--- src/rtl/piezo_melody_seq.sv ---
// Stored-melody player for the vending machine piezo: plays one of NUM_TUNES tunes
// on request, handling note timing, inter-note gaps, looping, abort and retrigger.
`timescale 1ns/1ps
module piezo_melody_seq #(
    parameter int NUM_TUNES      = 6,
    parameter int TSEL_W         = 3,
    parameter int NOTES_PER_TUNE = 4,
    parameter int NIDX_W         = 2,
    parameter int PERIOD_W       = 12,
    parameter int NOTE_LEN       = 100000,
    parameter int GAP_LEN        = 0,
    parameter int RETRIGGER      = 1,
    parameter logic [NUM_TUNES*NOTES_PER_TUNE*PERIOD_W-1:0] TUNE_ROM = '0
) (
    input  logic                clk,
    input  logic                rst,
    input  logic                start,
    input  logic [TSEL_W-1:0]   tune_sel,
    input  logic                loop,
    input  logic                stop,
    output logic                piezo,
    output logic                busy,
    output logic                done,
    output logic                err,
    output logic [NIDX_W-1:0]   note_idx,
    output logic [PERIOD_W-1:0] cur_period
);

    localparam int ROM_DEPTH = NUM_TUNES * NOTES_PER_TUNE;
    localparam int ADDR_W    = TSEL_W + NIDX_W;
    localparam int DUR_MAX   = (NOTE_LEN > GAP_LEN) ? NOTE_LEN : GAP_LEN;
    localparam int DUR_W     = (DUR_MAX > 1) ? $clog2(DUR_MAX) : 1;
    localparam int HALF_W    = PERIOD_W - 1;

    localparam logic [DUR_W-1:0]  NOTE_END  = DUR_W'(NOTE_LEN - 1);
    localparam logic [DUR_W-1:0]  GAP_END   = DUR_W'((GAP_LEN > 0) ? GAP_LEN - 1 : 0);
    localparam logic [NIDX_W-1:0] LAST_NOTE = NIDX_W'(NOTES_PER_TUNE - 1);
    localparam logic [TSEL_W:0]   TUNE_LIM  = (TSEL_W + 1)'(NUM_TUNES);

    typedef enum logic [1:0] {IDLE, TONE, GAP} state_t;

    state_t              state, state_n;
    logic [TSEL_W-1:0]   tune, tune_n;
    logic [NIDX_W-1:0]   note_n;
    logic [DUR_W-1:0]    dur_cnt, dur_n;
    logic [HALF_W-1:0]   half_cnt, half_n;
    logic                piezo_n, done_n, err_n, note_end, sel_valid;

    logic [PERIOD_W-1:0] rom [ROM_DEPTH];
    logic [ADDR_W-1:0]   rom_addr;
    logic [PERIOD_W-1:0] period;
    logic [HALF_W-1:0]   half_period;

    for (genvar g = 0; g < ROM_DEPTH; g++) begin : g_rom
        assign rom[g] = TUNE_ROM[g*PERIOD_W +: PERIOD_W];
    end

    assign rom_addr    = ADDR_W'(tune) * ADDR_W'(NOTES_PER_TUNE) + ADDR_W'(note_idx);
    assign period      = rom[rom_addr];
    assign half_period = period[PERIOD_W-1:1];
    assign sel_valid   = ({1'b0, tune_sel} < TUNE_LIM);
    assign busy        = (state != IDLE);
    assign cur_period  = (state == TONE) ? period : '0;

    // NOTE: every signal gets a default at the top so no path leaves one unassigned (no latches).
    always_comb begin
        state_n  = state;
        tune_n   = tune;
        note_n   = note_idx;
        dur_n    = dur_cnt;
        half_n   = half_cnt;
        piezo_n  = piezo;
        done_n   = 1'b0;
        err_n    = 1'b0;
        note_end = 1'b0;

        case (state)
            TONE: begin
                if (half_period == '0) begin
                    half_n  = '0;
                    piezo_n = 1'b0;
                end else if (half_cnt == half_period - HALF_W'(1)) begin
                    half_n  = '0;
                    piezo_n = ~piezo;
                end else begin
                    half_n = half_cnt + HALF_W'(1);
                end
                if (dur_cnt == NOTE_END) begin
                    dur_n = '0;
                    if (GAP_LEN > 0) begin
                        state_n = GAP;
                        half_n  = '0;
                        piezo_n = 1'b0;
                    end else begin
                        note_end = 1'b1;
                    end
                end else begin
                    dur_n = dur_cnt + DUR_W'(1);
                end
            end
            GAP: begin
                piezo_n = 1'b0;
                if (dur_cnt == GAP_END) begin
                    dur_n    = '0;
                    note_end = 1'b1;
                end else begin
                    dur_n = dur_cnt + DUR_W'(1);
                end
            end
            default: ;
        endcase

        // Each note restarts phase-aligned: counter cleared, piezo low.
        if (note_end) begin
            state_n = TONE;
            half_n  = '0;
            piezo_n = 1'b0;
            if (note_idx != LAST_NOTE) begin
                note_n = note_idx + NIDX_W'(1);
            end else begin
                note_n = '0;
                if (!loop) begin
                    state_n = IDLE;
                    done_n  = 1'b1;
                end
            end
        end

        // Stop outranks start even in IDLE, so a simultaneous start is dropped.
        if (stop) begin
            state_n = IDLE;
            note_n  = '0;
            dur_n   = '0;
            half_n  = '0;
            piezo_n = 1'b0;
            done_n  = 1'b0;
        end else if (start && !sel_valid) begin
            err_n = 1'b1;
        end else if (start && (state == IDLE || RETRIGGER != 0)) begin
            state_n = TONE;
            tune_n  = tune_sel;
            note_n  = '0;
            dur_n   = '0;
            half_n  = '0;
            piezo_n = 1'b0;
            done_n  = 1'b0;
        end
    end

    // NOTE: sequential state uses non-blocking assignments so all registers update together.
    always_ff @(posedge clk) begin
        if (rst) begin
            state    <= IDLE;
            tune     <= '0;
            note_idx <= '0;
            dur_cnt  <= '0;
            half_cnt <= '0;
            piezo    <= 1'b0;
            done     <= 1'b0;
            err      <= 1'b0;
        end else begin
            state    <= state_n;
            tune     <= tune_n;
            note_idx <= note_n;
            dur_cnt  <= dur_n;
            half_cnt <= half_n;
            piezo    <= piezo_n;
            done     <= done_n;
            err      <= err_n;
        end
    end

endmodule

--- config.mk ---
export PLATFORM = sky130hd
export DESIGN_NAME = piezo_melody_seq
export DESIGN_NICKNAME = d
export VERILOG_FILES = /design/src/rtl/piezo_melody_seq.sv
export SDC_FILE = /design/constraint.sdc
export NUM_CORES = 1
export LEC_CHECK = 0
export ABC_AREA = 1
export BUFFER_PORTS_ARGS = -buffer_cell sky130_fd_sc_hd__buf_2
export CAP_MARGIN = 15
export CORE_MARGIN = 10
export CORE_UTILIZATION = 49
export DETAILED_ROUTE_END_ITERATION = 10
export PLACE_DENSITY = 0.73
export SLEW_MARGIN = 10
export SYNTH_ARGS = -nofsm -noshare
export SYNTH_HDL_FRONTEND = slang
export SYNTH_SLANG_ARGS = --single-unit
export TNS_END_PERCENT = 20
--- constraint.sdc ---
create_clock -name clk -period 1.55 [get_ports clk]
set_clock_uncertainty 0.1 [all_clocks]
set_input_delay 0 -clock clk [delete_from_list [all_inputs] [get_ports clk]]
set_output_delay 0 -clock clk [all_outputs]
set_load 0.02 [all_outputs]
==> flow_summary.toml <==
[run_status]
status = "complete, but fails checks"
violations = "negative setup slack"

[clocking]
cts_tree = "done"
clk_latency_ps = 310
cts.clk_slew.worst_paths_ps = 130
clock-sinks = 24
cts_max_level = 1
cts_root_buf = "clkbuf_4"
cts_buffers = 3
clockBufferDepth = 2

[setup_path]
start_kind = "flip-flop"
path_cells = "inv_1 -> ha_4 -> nand4_1 -> nor2_2 -> nand2_1 -> nand2_1 -> nand2_2 -> o21ai_4 -> buf_12 -> nor3_1"
cp_common_cell = "nand2_1"
worstPathMaxFanout = 14
cp.arrival_ps = 1710
required_ps = 1670
crit_type = "flip-flop to flip-flop"
max_stage_delay_ps = 370
end_kind = "flip-flop"
crit_slowest_cell = "dfxtp_2"

[logic_synthesis]
synth_area_sq_mm = 0.00138
syn_inst = 194
synth_seq_cells = 24
synth_mux_area_frac = 0
synth_top_family_by_area = "simple AND/OR/NAND/NOR gates"
syn_area_per_cell_sq_um = 7.12
synth_compound_area_frac = 0.0426
synth_simple_gate_area_frac = 0.352
synthXorXnorAreaFrac = 0.0634
ys_types = 26
yosysSeqAreaShare = 0.348
synth-adder-area-share = 0.0543
synth_warnings = 0

[floorplanning]
initial_utilization = 0.505
die_w_microns = 73.1
die-area_sq_mm = 0.00534
pin_count = 26
core_sq_mm = 0.00273
rows = 19
die_h_microns = 73.1

[global_route]
grt_pass1_wl_mm = 5.22
track_usage = 0.117
grt_max_degree = 15
grt_pass1_vias = 1230
grt_overflow = 0
antenna_found_initial = 0

[timing]
fin_crit_sh = 1.03
max_freq_mhz = 628
setup_viol_count_final = 18
worst_slack_ps = -41.8
rsz0062_at_grt = "true"
min_period_ps = 1590
finalHoldViolCount = 0
slew_violations = 0

[run]
maxCapViolations = 0

[drt]
vias = 1262
drc = 0
drt_iter0_markers = 90
wl_mm = 3.03
highest_layer = "met4"
wl_met3_microns = 219
routedWlPerCell_microns = 11.6
drtAntennaViolNets = 0
dr.pass1.iters = 4
met2_length_mm = 1.53
wl_met1_mm = 1.25
vias_per_cell = 4.82

[cells_and_area]
area_growth_pct = 25.7
drive_above_1_share = 0.251
diodes = 0
final_area_sq_mm = 0.00174
final_nets = 246
fin_util = 0.635

[placement]
dp_hpwl_mm = 2.28
gp_congestion = 0.819
portBuffers = 12
placed_area_sq_mm = 0.00155

[power]
power_leakage_nw = 0.735
clkPwrFrac = 0.313
p_seq_frac = 0.589
p_int_mw = 0.799
switching_power_mw = 0.250
swShare = 0.239
peakVddDrop_mv = 0.609
pwr-share-comb = 0.099
totalPowerFinal_mw = 1.05
power_density_mw_per_mm2 = 604

[worst_hold_path]
hp-class = "input pin to flip-flop"
worst max-delay path, delay by kind of cell, from the launching register on:
family          cells  cell delay (ps)
simple gates        6              500
buf+inv             2              240
flops               1              370
compound gates      1              150
fa+ha+maj           1              120
through the flow:
step | setup WS, ps | hold WS (ps) | std cells | TNS [ps]
2_1_floorplan | 69.8 | 53.0 | 205 | 0
3_3_place_gp | -8.29 | 167 | 250 | -15.4
3_5_place_dp | -78.9 | 165 | 250 | -573
5_1_grt | -144 | 52.4 | 262 | -2350
6_report | -41.8 | 24.5 | 262 | -487
4_1_cts | -35.2 | 20.4 | 261 | -336
path summary, 6_finish.rpt:
| path | slack, ps | startpoint | depth (start not counted) | to |
|---|---|---|---|---|
| worst max register to register | -40 | dur_cnt[1]$_SDFF_PP0_ | 10 | dur_cnt[8]$_SDFF_PP0_ |
| worst min-delay path | 20 | tune_sel[2] | 6 | state[0]$_SDFF_PP0_ |
| worst min register to register | 350 | piezo$_SDFF_PP0_ | 2 | piezo$_SDFF_PP0_ |
| worst max-delay path | -40 | dur_cnt[1]$_SDFF_PP0_ | 10 | dur_cnt[8]$_SDFF_PP0_ |
metal layers:
metal  up-vias  global-route usage
met4         0              0.0274
met3         4              0.0503
li1        663                   -
met2        33               0.202
met5         -                   0
met1       562               0.129
cell families after synthesis:
family                     after synthesis
other                                    1
adders and majority gates                6
buffers and inverters                   34
xor gates and xnor gates                10
and+or+nand+nor                        110
DFF                                     24
AOI/OAI and AO/OA                        9
state kept, by name (all words and copies together) (netlist names):
signal,flops
done,1
err,1
note_idx,2
piezo,1
dur_cnt,17
state,2
layout make-up:
class / instances / area [sq um]
fill: 253 / 997
multi-input combinational: 147 / 821
sequential: 24 / 485
timing repair buffer: 38 / 285
inverter: 18 / 70.1
tap: 31 / 38.8
clock buffer: 4 / 36.3
synthesized netlist by cell type:
cell	n	area share
nor2_1	38	0.10
nand2_1	37	0.10
dfxtp_1	24	0.35
inv_1	18	0.049
nand3_1	13	0.047
buf_4	12	0.065
xor2_1	10	0.063
ha_1	6	0.054
nor3_1	6	0.022
nand4_1	5	0.023
a21oi_1	4	0.014
buf_6	2	0.016
nand2_2	2	0.0091
nand3b_1	2	0.011
nor3_2	2	0.014
o21ai_0	2	0.0072
or2_2	2	0.0091
a31oi_1	1	0.0045
and3_1	1	0.0045
clkbuf_1	1	0.0027
clkbuf_2	1	0.0036
conb_1	1	0.0027
nor2_2	1	0.0045
nor4_1	1	0.0045
o21ai_4	1	0.012
o22ai_1	1	0.0045
power groups by stage:
| stage | registers, mW | logic (mW) | clock network [mW] |
|---|---|---|---|
| global placement | 0.633 | 0.0853 | 0 |
| detailed placement | 0.633 | 0.0865 | 0 |
| finish | 0.618 | 0.104 | 0.328 |
| floorplan | 0.633 | 0.0837 | 0 |
| global route | 0.618 | 0.113 | 0.359 |
| CTS | 0.620 | 0.100 | 0.341 |
layout by cell type, fill, tap and decap left out, drive strengths merged:
master	synthesis	final
nand2	39	39
nor2	39	39
nor4	1	1
or2	2	2
o21ai	3	3
o22ai	1	1
buf	14	31
dlygate4sd3	0	7
dfxtp	24	24
ha	6	6
inv	18	18
a21oi	4	4
nand4	5	5
nand3	13	13
conb	1	12
xor2	10	10
nor3	8	8
and3	1	1
clkbuf	2	4
nand3b	2	2
a31oi	1	1
what timing repair did:
action / 4_1_cts / 5_1_grt
setup endpoints to repair: 17 / 20
pin swaps: 2 / 4
hold endpoints to repair: 4 / 0
buffers inserted: 0 / 1
gates resized for setup: 8 / 13
hold buffers: 7 / 0
Note: power is estimated with default switching activity, not from simulation.
